File: config.mk
export PLATFORM = sky130hd
export DESIGN_NAME = lcd_char_sender
export DESIGN_NICKNAME = d
export VERILOG_FILES = /design/src/rtl/lcd_char_sender.sv
export SDC_FILE = /design/constraint.sdc
export NUM_CORES = 1
export LEC_CHECK = 0
export ABC_CLOCK_PERIOD_IN_PS = 2330
export CAP_MARGIN = 20
export CORE_MARGIN = 2
export CORE_UTILIZATION = 48
export CTS_BUF_LIST = sky130_fd_sc_hd__clkbuf_16
export CTS_CLUSTER_SIZE = 20
export DETAILED_ROUTE_END_ITERATION = 6
export PLACE_DENSITY = 0.7
export SETUP_SLACK_MARGIN = 0.1
export SYNTH_ARGS = -nofsm -noshare
export SYNTH_HDL_FRONTEND = slang
export SYNTH_SLANG_ARGS = --single-unit
File: constraint.sdc
create_clock -name clk_50 -period 2.33 [get_ports clk_50]
set_clock_uncertainty 0.2 [all_clocks]
set_input_delay 0.466 -clock clk_50 [delete_from_list [all_inputs] [get_ports clk_50]]
set_output_delay 0.466 -clock clk_50 [all_outputs]
set_load 0.005 [all_outputs]
File: src/rtl/lcd_char_sender.sv
// lcd_char_sender: buffers CPU output bytes and plays each one to the text LCD
// as a single addInput high/low pulse pair while tracking the display column.
// Ports:
//   clk_50    - system clock, rising edge
//   reset     - asynchronous active-high reset
//   out_valid - CPU byte valid;  out_data - CPU byte
//   out_ready - FIFO not full; a byte transfers on out_valid && out_ready
//   addInput  - character strobe, level protocol (latched on rising level)
//   charCode  - 7-bit code, stable through the high phase and following gap
//   lcd_clear - display clear request (constant 0 unless auto-clear is built in)
//   column    - characters sent since reset/clear, modulo SYMBOLS
//   busy      - FIFO non-empty or a pulse/clear sequence in progress
// Build option: define LCD_CHAR_SENDER_AUTOCLEAR_EN to clear the display before
// the first character of a new line and to treat byte 8'h0C as a clear command.
module lcd_char_sender #(
  parameter int DEPTH       = 8,
  parameter int HOLD_CYCLES = 2,
  parameter int GAP_CYCLES  = 2,
  parameter int SYMBOLS     = 16
) (
  input  logic       clk_50,
  input  logic       reset,
  input  logic       out_valid,
  input  logic [7:0] out_data,
  output logic       out_ready,
  output logic       addInput,
  output logic [6:0] charCode,
  output logic       lcd_clear,
  output logic [3:0] column,
  output logic       busy
);
  localparam int AW = $clog2(DEPTH);
  localparam int MX = HOLD_CYCLES > GAP_CYCLES ? HOLD_CYCLES : GAP_CYCLES;
  localparam int CW = $clog2(MX + 1);
  typedef enum logic [2:0] {
    IDLE, HIGH, GAP
`ifdef LCD_CHAR_SENDER_AUTOCLEAR_EN
    , CLR_HI, CLR_GAP
`endif
  } state_t;
  state_t        state_q, state_d;
  logic [CW-1:0] cnt_q, cnt_d;
  logic [6:0]    code_q, code_d;
  logic [3:0]    col_q, col_d;
  logic [AW:0]   count_q, count_d;
  logic [AW-1:0] wr_q, rd_q;
  logic [7:0]    mem [DEPTH];
  logic          ready_q, nonempty_q, push, pop;
  logic [7:0]    head;
  logic [3:0]    col_next;
`ifdef LCD_CHAR_SENDER_AUTOCLEAR_EN
  logic          full_line_q, full_line_d;
`endif
  assign push     = out_valid && ready_q;
  assign head     = mem[rd_q];
  assign col_next = (col_q == 4'(SYMBOLS - 1)) ? 4'd0 : col_q + 4'd1;
  assign count_d  = count_q + (AW+1)'(push) - (AW+1)'(pop);
  // The FSM only sees entries a cycle after they land, giving the two-cycle
  // accept-to-strobe latency; it never re-enters IDLE within two cycles of a
  // pop, so the lagging flag cannot cause a read from an empty FIFO.
  always_comb begin
    state_d = state_q;
    cnt_d   = cnt_q;
    code_d  = code_q;
    col_d   = col_q;
    pop     = 1'b0;
`ifdef LCD_CHAR_SENDER_AUTOCLEAR_EN
    full_line_d = full_line_q;
`endif
    case (state_q)
      IDLE: if (nonempty_q) begin
`ifdef LCD_CHAR_SENDER_AUTOCLEAR_EN
        if (full_line_q) begin
          state_d = CLR_HI;
          cnt_d   = CW'(HOLD_CYCLES - 1);
        end else if (head == 8'h0C) begin
          pop     = 1'b1;
          state_d = CLR_HI;
          cnt_d   = CW'(HOLD_CYCLES - 1);
          col_d   = 4'd0;
        end else
`endif
        begin
          pop     = 1'b1;
          code_d  = head[7] ? 7'h3F : head[6:0];
          cnt_d   = CW'(HOLD_CYCLES - 1);
          state_d = HIGH;
        end
      end
      HIGH: if (cnt_q == '0) begin
        cnt_d   = CW'(GAP_CYCLES - 1);
        col_d   = col_next;
        state_d = GAP;
`ifdef LCD_CHAR_SENDER_AUTOCLEAR_EN
        full_line_d = full_line_q || (col_next == 4'd0);
`endif
      end else cnt_d = cnt_q - CW'(1);
      GAP: if (cnt_q == '0) state_d = IDLE;
        else cnt_d = cnt_q - CW'(1);
`ifdef LCD_CHAR_SENDER_AUTOCLEAR_EN
      CLR_HI: if (cnt_q == '0) begin
        cnt_d       = CW'(GAP_CYCLES - 1);
        full_line_d = 1'b0;
        state_d     = CLR_GAP;
      end else cnt_d = cnt_q - CW'(1);
      CLR_GAP: if (cnt_q == '0) state_d = IDLE;
        else cnt_d = cnt_q - CW'(1);
`endif
      default: state_d = IDLE;
    endcase
  end
  always_ff @(posedge clk_50 or posedge reset) begin
    if (reset) begin
      state_q    <= IDLE;
      cnt_q      <= '0;
      code_q     <= '0;
      col_q      <= '0;
      count_q    <= '0;
      wr_q       <= '0;
      rd_q       <= '0;
      ready_q    <= 1'b1;
      nonempty_q <= 1'b0;
`ifdef LCD_CHAR_SENDER_AUTOCLEAR_EN
      full_line_q <= 1'b0;
`endif
    end else begin
      state_q    <= state_d;
      cnt_q      <= cnt_d;
      code_q     <= code_d;
      col_q      <= col_d;
      count_q    <= count_d;
      wr_q       <= push ? wr_q + AW'(1) : wr_q;
      rd_q       <= pop ? rd_q + AW'(1) : rd_q;
      ready_q    <= count_d != (AW+1)'(DEPTH);
      nonempty_q <= count_q != '0;
`ifdef LCD_CHAR_SENDER_AUTOCLEAR_EN
      full_line_q <= full_line_d;
`endif
    end
  end
  always_ff @(posedge clk_50) begin
    if (push) mem[wr_q] <= out_data;
  end
  assign out_ready = ready_q;
  assign addInput  = state_q == HIGH;
  assign charCode  = code_q;
  assign column    = col_q;
  assign busy      = (count_q != '0) || (state_q != IDLE);
`ifdef LCD_CHAR_SENDER_AUTOCLEAR_EN
  assign lcd_clear = state_q == CLR_HI;
`else
  assign lcd_clear = 1'b0;
`endif
endmodule
==> flow_results.org <==
** Hold path
- The worst hold path belongs to the class in2async.

** Pwr
- Summed over all cells, the static leakage comes to 1.73 nW.
- Dividing total power by cell area gives a power density of 1270 nW/µm².
- Design Power :: 5.90 mW
- Across the VDD grid, the largest voltage drop is 0.548 mV.

** Global route
- The first global-routing pass estimated 11,200 µm of wire.
- Summed over all layers, the global routing overflow is 0.
- Tot GR Track Use :: 0.181
- Initial antenna violation count :: 0
- Entering global routing, the biggest net connects 28 pins.
- Via count of the first global-routing pass :: 2,121

** Logic synthesis
- Number of flops mapped to enable cells by yosys :: 64
- The share of the Yosys chip area taken by registers is 0.687.
- The number of nets in the synthesized netlist is 256.
- Cells taking the most area after synthesis :: edfxtp_1 (51%), dfrtp_1 (17%), mux4_2 (6.0%)
- Prevailing post-synth register cell :: edfxtp_1
- Summing every instance area after synthesis gives 3780 µm².
- Synthesis inferred 91 register bits.
- Largest area contributor in the netlist :: edfxtp_1
- Share of synthesized flip-flops with an asynchronous set or reset :: 0.297
- The share of synthesized area in the top cell type comes to 0.508.
- Mean Syn Cell Area :: 16.4 µm²
- The netlist uses 34 different library cells.
- Most common library cells after synthesis :: edfxtp_1 (64), dfrtp_1 (26), nand2_1 (17), nor2_1 (17), ha_1 (14)
- Synthesis Warnings :: 0
- Count of mapped cells out of synthesis :: 230
- Most repeated cell in the gate-level netlist after synthesis :: edfxtp_1

** Floorplan
- Total die area :: 8610 µm²
- The floorplan has 32 rows.
- From bottom edge to top edge, the die measures 92.8 µm.
- During I/O placement, the number of pins put on the boundary was 26.
- DIE WIDTH :: 92.8 µm
- The initial utilization of the core area, before any placement, comes to 0.492.
- Core region area :: 7690 µm²

** Worst setup path
- In this run the worst path has a maximum fanout of 8.
- Data required, critical path :: 1.66 ns
- Worst setup path startpoint :: state_q[1]$_DFFE_PP0P_
- The worst setup path is captured at an output port.
- For this run, the slowest stage of the critical path takes 0.50 ns.
- Critical-path cell list :: inv_2, ha_4, clkdlybuf4s50_1
- Among all stages on the critical path, the largest delay is contributed by clkdlybuf4s50_1.
- The critical path is of the reg2out type.
- Data arrival time of the critical path :: 1.53 ns
- In this run the critical register-to-register path is launched from state_q[1]$_DFFE_PP0P_.
- Nature of the critical path startpoint :: flip-flop

** STA
- Timing would allow up to 0.456 GHz.
- In the finished design, the share of the clock period the worst path needs comes to 0.942.
- The routed design could run at a clock period as short as 2.19 ns.
- Count of endpoints failing setup in the final report :: 0
- Final count of hold timing violations :: 0
- The number of slew-limit violations in the final report was 0.
- In this run the tightest slew margin relative to its limit is 0.651.
- Final hold analysis gives a worst-case slack of 0.296 ns.
- Unrepaired setup endpoints after global routing :: yes
- Least-Margin Pin Slew :: 0.515 ns

** Placement
- Half-perimeter wire length after detailed placement :: 4630 µm
- RePlAce Congestion :: 0.738
- Placed cell count :: 370
- Count of input and output buffers :: 24

** CTS
- TritonCTS built the clock tree.
- Worst-skew pair later-pin latency :: 0.33 ns
- Total CTS buffers :: 9
- Counting along the longest clock path gives a buffer depth of 2.
- The clock tree synthesis step divided the H-tree into 3 levels.
- The root buffer cell chosen for the clock tree is clkbuf_16.
- Clock slew seen by the registers of the worst setup and hold paths :: 0.07 ns
- The clock net in this run drives a total of 91 sinks.

** Detailed routing
- Per-cell via count in the routed design :: 5.28
- The count of nets left with antenna violations once routing finished came out at 0.
- Wire length reported by the detailed router :: 6840 µm
- Signal routing reaches up to met4.
- After detailed routing, the number of remaining DRC violations is 0.
- In the final routed layout, each cell accounts on average for 17.6 µm.
- Wire segments on met3 add up to 225 µm in the final route.
- Via Count :: 2,053
- 1st-pass router iterations :: 4
- After detailed routing, the met2 layer carries 3570 µm of wire.
- After detailed routing, the wire length on met1 is 2900 µm.
- After the first detailed-routing iteration, the DRC count stood at 185.

** Job
- Max-cap viol count :: 0

** Layout
- Total inserted antenna cells :: 0
- Once layout is complete, the utilization of the core stands at 0.603.
- From synthesis to final layout, the design area changed by 22.5%.
- Post-route non-filler standard cell count :: 389
- In the final layout, the share of cells above drive strength 1 is 0.230.
- Final layout net count :: 308

** Run status
- Status :: completed
## logic make-up (layout without fill, tap and decap cells)
kind of cell / Yosys count / after routing / share of synthesized area
muxes: 29 / 29 / 0.133
DFF: 91 / 91 / 0.687
other: 1 / 1 / 0.000991
buffers and inverters: 19 / 76 / 0.0258
adders and majority gates: 15 / 15 / 0.0516
AOI/OAI and AO/OA: 22 / 22 / 0.0347
xor gates and xnor gates: 6 / 6 / 0.0139
and+or+nand+nor: 47 / 47 / 0.0533
## power breakdown
part           leakage [nW]  internal, mW  switching [mW]
clock                 0.134         0.737           0.617
sequential            0.891          2.10           0.269
combinational         0.709          1.15            1.02
total                  1.73          3.99            1.91
## final cells by class
| type | instances | area, µm² |
|---|---|---|
| fill | 583 | 3050 |
| sequential | 91 | 2600 |
| multi-input combinational | 120 | 1160 |
| timing repair buffer | 48 | 419 |
| clock buffer | 9 | 225 |
| tap | 102 | 128 |
| clock inverter | 7 | 57.6 |
| inverter | 12 | 47.5 |
## flip-flops by register name, summed over array words and instances, names as in the netlist
register    count
column          4
rd_q            3
nonempty_q      1
state_q         2
wr_q            3
mem            64
cnt_q           2
count_q         4
out_ready       1
charCode        7
## critical path, delay by kind of cell (launching register included)
family / cells / cell delay, ns
flip-flops: 1 / 0.39
adder cells (fa/ha/maj): 1 / 0.19
buffers and inverters: 2 / 0.62
## worst paths after layout
| path | depth (start not counted) | to | slack (ns) |
|---|---|---|---|
| setup / recovery | 3 | addInput | 0.14 |
| hold / removal | 3 | count_q[2]$_DFF_PP0_ | 0.30 |
| setup reg to reg | 11 | out_ready$_DFF_PP1_ | 0.20 |
| hold reg to reg | 1 | charCode[6]$_DFFE_PP0P_ | 0.32 |
| max in group asynchronous | 3 | out_ready$_DFF_PP1_ | 1.33 |
| min in group clk_50 | 1 | charCode[6]$_DFFE_PP0P_ | 0.32 |
## cell usage in the layout, fill, tap and decap left out, types with 8 or more instances in the layout
cell and count:
nor2_1 17, inv_1 8, mux2i_1 10, ha_1 10, nand2_1 16, edfxtp_1 64
a21oi_1 10, mux4_2 10, clkbuf_16 9, buf_4 24, dfrtp_1 26, clkdlybuf4s50_1 23
## metrics by stage
step                setup TNS, ns  cell area (µm²)  setup slack, ns
detailed placement         -0.702             4270           -0.230
floorplan                       0             3800            0.107
global route                    0             4630           0.0726
CTS                             0             4590           0.0385
finish                          0             4630            0.135
global placement           -0.233             4270           -0.181
## routing by layer
layer,up-vias,GRT usage
met5,-,0
li1,964,-
met3,11,0.0382
met4,0,0.0870
met2,50,0.308
met1,1028,0.222
## timing repair
item,CTS,global route
setup endpoints to repair,3,2
pin swaps,2,4
hold buffers,0,0
buffers inserted,3,0
resized for setup,6,6
(Power assumes the default switching activity.)
